`src/rtl/matrix_mult_pkg.sv`:
```
// Shared types and helpers for the lane-parallel signed matrix multiplier.
package matrix_mult_pkg;

  typedef enum logic [1:0] {
    StIdle,
    StMac,
    StDrain,
    StDone
  } state_e;

  localparam logic SAT_WRAP  = 1'b0;
  localparam logic SAT_CLAMP = 1'b1;

  // Width of the intermediate used by convert(); accumulators and results must fit below it.
  localparam int unsigned CONV_W = 64;

  typedef struct packed {
    logic                     ovf;
    logic signed [CONV_W-1:0] value;
  } conv_t;

  // Wide enough that an N-term sum of full-scale products can never overflow.
  function automatic int unsigned acc_width(input int unsigned data_width, input int unsigned n);
    return 2 * data_width + $clog2(n) + 1;
  endfunction

  // Reduce a sign-extended accumulator to out_width bits, by wrapping or clamping.
  function automatic conv_t convert(input logic signed [CONV_W-1:0] acc,
                                    input int unsigned              out_width,
                                    input logic                     mode);
    conv_t                    res;
    logic signed [CONV_W-1:0] hi;
    logic signed [CONV_W-1:0] lo;
    logic signed [CONV_W-1:0] shifted;
    logic signed [CONV_W-1:0] wrapped;
    hi      = '0;
    hi[0]   = 1'b1;
    hi      = (hi << (out_width - 1)) - 64'sd1;
    lo      = ~hi;
    shifted = acc <<< (CONV_W - out_width);
    wrapped = shifted >>> (CONV_W - out_width);
    if (mode == SAT_CLAMP) begin
      if (acc > hi) begin
        res.value = hi;
      end else if (acc < lo) begin
        res.value = lo;
      end else begin
        res.value = acc;
      end
    end else begin
      res.value = wrapped;
    end
    res.ovf = (res.value != acc);
    return res;
  endfunction

endpackage

```
`src/rtl/mac_lane.sv`:
```
// One signed multiply-accumulate lane; result presents the sum including the current product.
module mac_lane #(
  parameter int unsigned DATA_WIDTH = 8,
  parameter int unsigned ACC_WIDTH  = 19
) (
  input  logic                         clk,
  input  logic                         rst_n,
  input  logic                         clr,
  input  logic                         en,
  input  logic signed [DATA_WIDTH-1:0] a,
  input  logic signed [DATA_WIDTH-1:0] b,
  output logic signed [ACC_WIDTH-1:0]  result
);

  logic signed [2*DATA_WIDTH-1:0] prod;
  logic signed [ACC_WIDTH-1:0]    prod_ext;
  logic signed [ACC_WIDTH-1:0]    acc_q;
  logic signed [ACC_WIDTH-1:0]    acc_d;

  assign prod     = a * b;
  assign prod_ext = {{(ACC_WIDTH - 2 * DATA_WIDTH){prod[2*DATA_WIDTH-1]}}, prod};
  assign result   = acc_q + prod_ext;

  always_comb begin
    acc_d = acc_q;
    if (clr) begin
      acc_d = '0;
    end else if (en) begin
      acc_d = result;
    end
  end

  always_ff @(posedge clk or negedge rst_n) begin
    if (!rst_n) begin
      acc_q <= '0;
    end else begin
      acc_q <= acc_d;
    end
  end

endmodule

```
`src/rtl/matrix_mult_lanes.sv`:
```
// Signed C = A x B with LANES output columns accumulated in parallel and a
// valid/ready result stream; A/B are loaded through word-addressed write ports while idle.
module matrix_mult_lanes
  import matrix_mult_pkg::*;
#(
  parameter int unsigned M          = 4,
  parameter int unsigned N          = 4,
  parameter int unsigned P          = 4,
  parameter int unsigned LANES      = 2,
  parameter int unsigned DATA_WIDTH = 8,
  parameter int unsigned OUT_WIDTH  = 2 * DATA_WIDTH,
  localparam int unsigned AAW = (M * N > 1) ? $clog2(M * N) : 1,
  localparam int unsigned BAW = (N * P > 1) ? $clog2(N * P) : 1,
  localparam int unsigned RW  = (M > 1) ? $clog2(M) : 1,
  localparam int unsigned CW  = (P > 1) ? $clog2(P) : 1
) (
  input  logic                        clk,
  input  logic                        rst_n,
  input  logic                        start,
  input  logic                        sat_mode,
  input  logic [DATA_WIDTH-1:0]       a_in,
  input  logic [AAW-1:0]              a_addr,
  input  logic                        a_wen,
  input  logic [DATA_WIDTH-1:0]       b_in,
  input  logic [BAW-1:0]              b_addr,
  input  logic                        b_wen,
  output logic signed [OUT_WIDTH-1:0] c_out,
  output logic [RW-1:0]               c_row,
  output logic [CW-1:0]               c_col,
  output logic                        c_valid,
  input  logic                        c_ready,
  output logic                        done,
  output logic                        ovf,
  output logic                        wr_err
);

  localparam int unsigned ACC_W = acc_width(DATA_WIDTH, N);
  localparam int unsigned KW    = (N > 1) ? $clog2(N) : 1;
  localparam int unsigned LW    = (LANES > 1) ? $clog2(LANES) : 1;

  if (P % LANES != 0) begin : g_bad_lanes
    $error("P must be a multiple of LANES");
  end
  if (ACC_W >= CONV_W || OUT_WIDTH >= CONV_W) begin : g_bad_width
    $error("accumulator and output widths must stay below CONV_W");
  end

  state_e                             state_q, state_d;
  logic [RW-1:0]                      row_q, row_d;
  logic [CW-1:0]                      col_base_q, col_base_d;
  logic [KW-1:0]                      k_q, k_d;
  logic [LW-1:0]                      lane_q, lane_d;
  logic                               sat_q, sat_d;
  logic                               ovf_q, ovf_d;
  logic                               wr_err_q, wr_err_d;
  logic [LANES-1:0][OUT_WIDTH-1:0]    hold_q, hold_d;
  logic [LANES-1:0][OUT_WIDTH-1:0]    lane_val;
  logic [LANES-1:0]                   lane_ovf;

  logic [DATA_WIDTH-1:0] a_mem [M*N];
  logic [DATA_WIDTH-1:0] b_mem [N*P];
  logic [AAW-1:0]        a_idx;
  logic                  mac_en;

  // Operand memories carry no reset so a restart after rst_n reuses the loaded data.
  always_ff @(posedge clk) begin
    if (state_q == StIdle && a_wen && 32'(a_addr) < M * N) begin
      a_mem[a_addr] <= a_in;
    end
    if (state_q == StIdle && b_wen && 32'(b_addr) < N * P) begin
      b_mem[b_addr] <= b_in;
    end
  end

  assign a_idx  = AAW'(32'(row_q) * N + 32'(k_q));
  assign mac_en = (state_q == StMac);

  for (genvar l = 0; l < LANES; l++) begin : g_lane
    logic [BAW-1:0]           b_idx;
    logic signed [ACC_W-1:0]  sum;
    conv_t                    conv;
    logic                     unused_conv_hi;

    assign b_idx = BAW'(32'(k_q) * P + 32'(col_base_q) + l);

    mac_lane #(
      .DATA_WIDTH(DATA_WIDTH),
      .ACC_WIDTH (ACC_W)
    ) u_mac_lane (
      .clk   (clk),
      .rst_n (rst_n),
      .clr   (!mac_en),
      .en    (mac_en),
      .a     (a_mem[a_idx]),
      .b     (b_mem[b_idx]),
      .result(sum)
    );

    assign conv           = convert({{(CONV_W - ACC_W){sum[ACC_W-1]}}, sum}, OUT_WIDTH, sat_q);
    assign lane_val[l]    = conv.value[OUT_WIDTH-1:0];
    assign lane_ovf[l]    = conv.ovf;
    assign unused_conv_hi = ^conv.value[CONV_W-1:OUT_WIDTH];
  end

  always_comb begin
    state_d    = state_q;
    row_d      = row_q;
    col_base_d = col_base_q;
    k_d        = k_q;
    lane_d     = lane_q;
    sat_d      = sat_q;
    ovf_d      = ovf_q;
    wr_err_d   = wr_err_q;
    hold_d     = hold_q;

    if (state_q != StIdle && (a_wen || b_wen)) begin
      wr_err_d = 1'b1;
    end

    unique case (state_q)
      StIdle: begin
        if (start) begin
          state_d    = StMac;
          row_d      = '0;
          col_base_d = '0;
          k_d        = '0;
          lane_d     = '0;
          sat_d      = sat_mode;
          ovf_d      = 1'b0;
          wr_err_d   = 1'b0;
        end
      end
      StMac: begin
        if (k_q == KW'(N - 1)) begin
          // Lane sums already include the final product, so capture them this cycle.
          k_d     = '0;
          state_d = StDrain;
          hold_d  = lane_val;
          if (|lane_ovf) begin
            ovf_d = 1'b1;
          end
        end else begin
          k_d = k_q + KW'(1);
        end
      end
      StDrain: begin
        if (c_ready) begin
          if (lane_q == LW'(LANES - 1)) begin
            lane_d = '0;
            if (32'(col_base_q) + LANES < P) begin
              col_base_d = col_base_q + CW'(LANES);
              state_d    = StMac;
            end else if (32'(row_q) < M - 1) begin
              row_d      = row_q + RW'(1);
              col_base_d = '0;
              state_d    = StMac;
            end else begin
              state_d = StDone;
            end
          end else begin
            lane_d = lane_q + LW'(1);
          end
        end
      end
      StDone: begin
        if (!start) begin
          state_d = StIdle;
        end
      end
      default: state_d = StIdle;
    endcase
  end

  always_ff @(posedge clk or negedge rst_n) begin
    if (!rst_n) begin
      state_q    <= StIdle;
      row_q      <= '0;
      col_base_q <= '0;
      k_q        <= '0;
      lane_q     <= '0;
      sat_q      <= SAT_WRAP;
      ovf_q      <= 1'b0;
      wr_err_q   <= 1'b0;
      hold_q     <= '0;
    end else begin
      state_q    <= state_d;
      row_q      <= row_d;
      col_base_q <= col_base_d;
      k_q        <= k_d;
      lane_q     <= lane_d;
      sat_q      <= sat_d;
      ovf_q      <= ovf_d;
      wr_err_q   <= wr_err_d;
      hold_q     <= hold_d;
    end
  end

  assign c_out   = hold_q[lane_q];
  assign c_row   = row_q;
  assign c_col   = col_base_q + CW'(lane_q);
  assign c_valid = (state_q == StDrain);
  assign done    = (state_q == StDone);
  assign ovf     = ovf_q;
  assign wr_err  = wr_err_q;

endmodule
```
`config.mk`:
```
export PLATFORM = sky130hd
export DESIGN_NAME = matrix_mult_lanes
export DESIGN_NICKNAME = d
export VERILOG_FILES = /design/src/rtl/matrix_mult_pkg.sv /design/src/rtl/mac_lane.sv /design/src/rtl/matrix_mult_lanes.sv
export SDC_FILE = /design/constraint.sdc
export NUM_CORES = 1
export LEC_CHECK = 0
export CORE_ASPECT_RATIO = 0.5
export CORE_MARGIN = 10
export CORE_UTILIZATION = 60
export DETAILED_ROUTE_END_ITERATION = 8
export PLACE_DENSITY_LB_ADDON = 0.05
export SYNTH_ARGS = -nofsm -noshare
export SYNTH_HDL_FRONTEND = slang
export SYNTH_SLANG_ARGS = --single-unit
```
`constraint.sdc`:
```
create_clock -name clk -period 10.2 [get_ports clk]
set_clock_uncertainty 0.1 [all_clocks]
set_input_delay 1.02 -clock clk [delete_from_list [all_inputs] [get_ports clk]]
set_output_delay 1.02 -clock clk [all_outputs]
set_load 0.01 [all_outputs]
```
==> impl_metrics.toml <==
[status]
status = "finished, final reports clean"

[layout]
antennaDiodeCount = 0
drive_gt1_share_pct = 11.1
nFillCells = 2421
final_cell_mix = "256 x edfxtp_1, 195 x inv_1, 168 x fa_1"
layout_commonest_cell = "edfxtp_1"
layout.nets = 1899
area_growth_pct = 9.87

[synth]
synth_top_family_by_area = "adder cells"
synth_edf_count = 256
synth_cells = 1555
synth-compound-area-share_pct = 5.25
yosys.area_share.simple_pct = 9.01
seq_area_frac_synth_pct = 47.6
synth_cell_type_count = 67
syn_area_mm2 = 0.0204
avgSynthCellArea_um2 = 13.1
synth_mux_area_share_pct = 9.38
synth_seq_cells = 337
synth_fa_ha_area_share_pct = 22.1
syn-num-nets = 1846
synth_ff_type = "edfxtp_1"
synth_xor_area_share_pct = 1.92
synthArstFlopShare_pct = 24.0
yosysWarnings = 0

[sta]
relSlewSlack_pct = 23.0
min_period_over_period_pct = 87.8
tightest_slew_ps = 1120
fin_tns_setup_ps = 0
grt_setup_unrepaired = "no"
max_freq_ghz = 0.112
drv_slew = 0
period_minus_slack_ps = 8960
finalHoldViolCount = 0
finalSetupViolCount = 0

[clock_tree]
cts_htree_levels = 1
clock_path_buffers = 3
root_buffer = "clkbuf_16"
cts_setup_buffers = 0
clk-insertion-delay-late_ps = 590
clock-sinks = 337
cts_tree = "done"
hold_buffers = 0
cts_made_buffers = 29
clk_pin_slew_worst_paths_ps = 70
cts_resized = 0

[placed_design]
port_buffers = 54
gp_congestion = 0.898
hpwl_um = 34300

[flow_run]
maxCapViolCount = 0

[floorplan]
die_x_um = 281
ios = 55
die_height_um = 150
core_area_mm2 = 0.0333
dieArea_mm2 = 0.0423
initial_core_util_pct = 61.3
rows = 47

[worst_setup_path]
cp_data_required_time_ps = 10550
r2r_start = "k_q[0]"
r2r_end = "ovf"
startpoint_type = "register"
critPathMaxFanout = 42
critPathKind = "reg -> reg"
endpoint_kind = "register"
r2r_slack_ps = 1240
crit_arrival_ps = 9300
reg2reg_depth = 25

[worst_hold_path]
hold_path_depth = 2
worstHoldPathType = "reg -> reg"
min_from = "hold_q[24]"
worstHoldEndpoint = "hold_q[24]"

[route]
drtIter0Drc = 1164
vias = 12400
drt-pass1-iter-count = 5
drcViolationCount = 0
wl_per_cell_um = 22.5
routed_wl_um = 46500
routed_via_density = 5.98
drtAntennaViolNets = 0

[global_routing]
antenna_found_initial = 1
grt_max_degree = 82
overflow = 0
grt_pass1_vias = 13100
grt_pass1_wl_um = 75400
groute.usage.overall_pct = 23.1
## cell usage after synthesis, drive strengths merged (17+ instances only)
| library cell | count | area [µm²] |
|---|---|---|
| mux2i | 17 | 170 |
| o21ai | 53 | 265 |
| nor2b | 22 | 138 |
| a21oi | 55 | 279 |
| xnor2 | 29 | 269 |
| ha | 92 | 1150 |
| mux2 | 21 | 236 |
| clkbuf | 42 | 159 |
| dfrtp | 81 | 2030 |
| nand2b | 28 | 175 |
| nand2 | 110 | 413 |
| mux4 | 67 | 1510 |
| edfxtp | 256 | 7690 |
| fa | 168 | 3360 |
| nor2 | 128 | 480 |
| inv | 195 | 732 |
| and2 | 32 | 200 |
## cell families after synthesis
| family | after synthesis |
|---|---|
| adder cells (fa/ha/maj) | 260 |
| AO/OA/AOI/OAI | 171 |
| flip-flops | 337 |
| AND/OR/NAND/NOR | 389 |
| buffers and inverters | 250 |
| XOR/XNOR | 43 |
| multiplexers | 105 |
## layout make-up
cell class / count / area (µm²) / share of cell area (%)
Timing Repair Buffer: 77 / 711 / 3.17
Inverter: 195 / 732 / 3.26
Clock buffer: 31 / 733 / 3.27
Clock inverter: 22 / 241 / 1.08
Tap cell: 441 / 552 / 2.46
Sequential cell: 337 / 9720 / 43.3
Multi-Input combinational cell: 968 / 9740 / 43.4
## worst max-delay path: stages (launching register included)
cell	delay, ps
dfrtp_4	920
mux4_2	600
mux4_2	700
and2_1	490
inv_1	160
fa_1	410
inv_1	90
fa_1	450
fa_1	570
fa_1	430
fa_1	410
ha_1	370
nand3_1	130
nand3b_1	130
o21a_1	230
o41ai_2	360
o21ai_1	140
xnor2_1	140
buf_4	170
or3_1	390
or2_2	290
ha_1	360
o41a_1	140
o221a_1	250
nor4_2	240
a31oi_1	110
## through the flow
| step | worst slack, ps | std cells | util, % | cell area [µm²] | hold WS (ps) |
|---|---|---|---|---|---|
| floorplan | 1780 | 1555 | - | 20400 | 343 |
| global placement | 1390 | 2018 | 64.5 | 21500 | 356 |
| detailed placement | 1170 | 2018 | 64.5 | 21500 | 365 |
| CTS | 1130 | 2071 | 67.4 | 22400 | 382 |
| global route | 592 | 2071 | 67.4 | 22400 | 391 |
| finish | 1240 | 2071 | 67.4 | 22400 | 377 |
## metal layers
metal	track usage [%]	wire length [µm]	vias to the layer above	share of wire, %
met5	0	0	-	0
met4	4.41	811	0	1.7
met3	3.71	3500	57	7.5
met2	36.9	21600	458	47
met1	33.6	20600	6381	44
li1	-	-	5486	-
## registers in the layout, summed over array words and instances, names as in the netlist
signal and flops:
a_mem 128, b_mem 128, c_row 2, col_base_q 1, g_lane.u_mac_lane.acc_q 38, hold_q 32, k_q 2, lane_q 1
ovf 1, sat_q 1, state_q 2, wr_err 1
## worst max-delay path by stage
stage               slack [ps]          start         to
floorplan                 1780  col_base_q[1]        ovf
global placement          1390         k_q[0]        ovf
detailed placement        1170         k_q[0]        ovf
CTS                       1130         k_q[0]        ovf
global route               590         k_q[0]  hold_q[4]
finish                    1240         k_q[0]        ovf
Power is not shown: default switching activity piles up to over one toggle a cycle in this logic, so the estimate is an artifact.
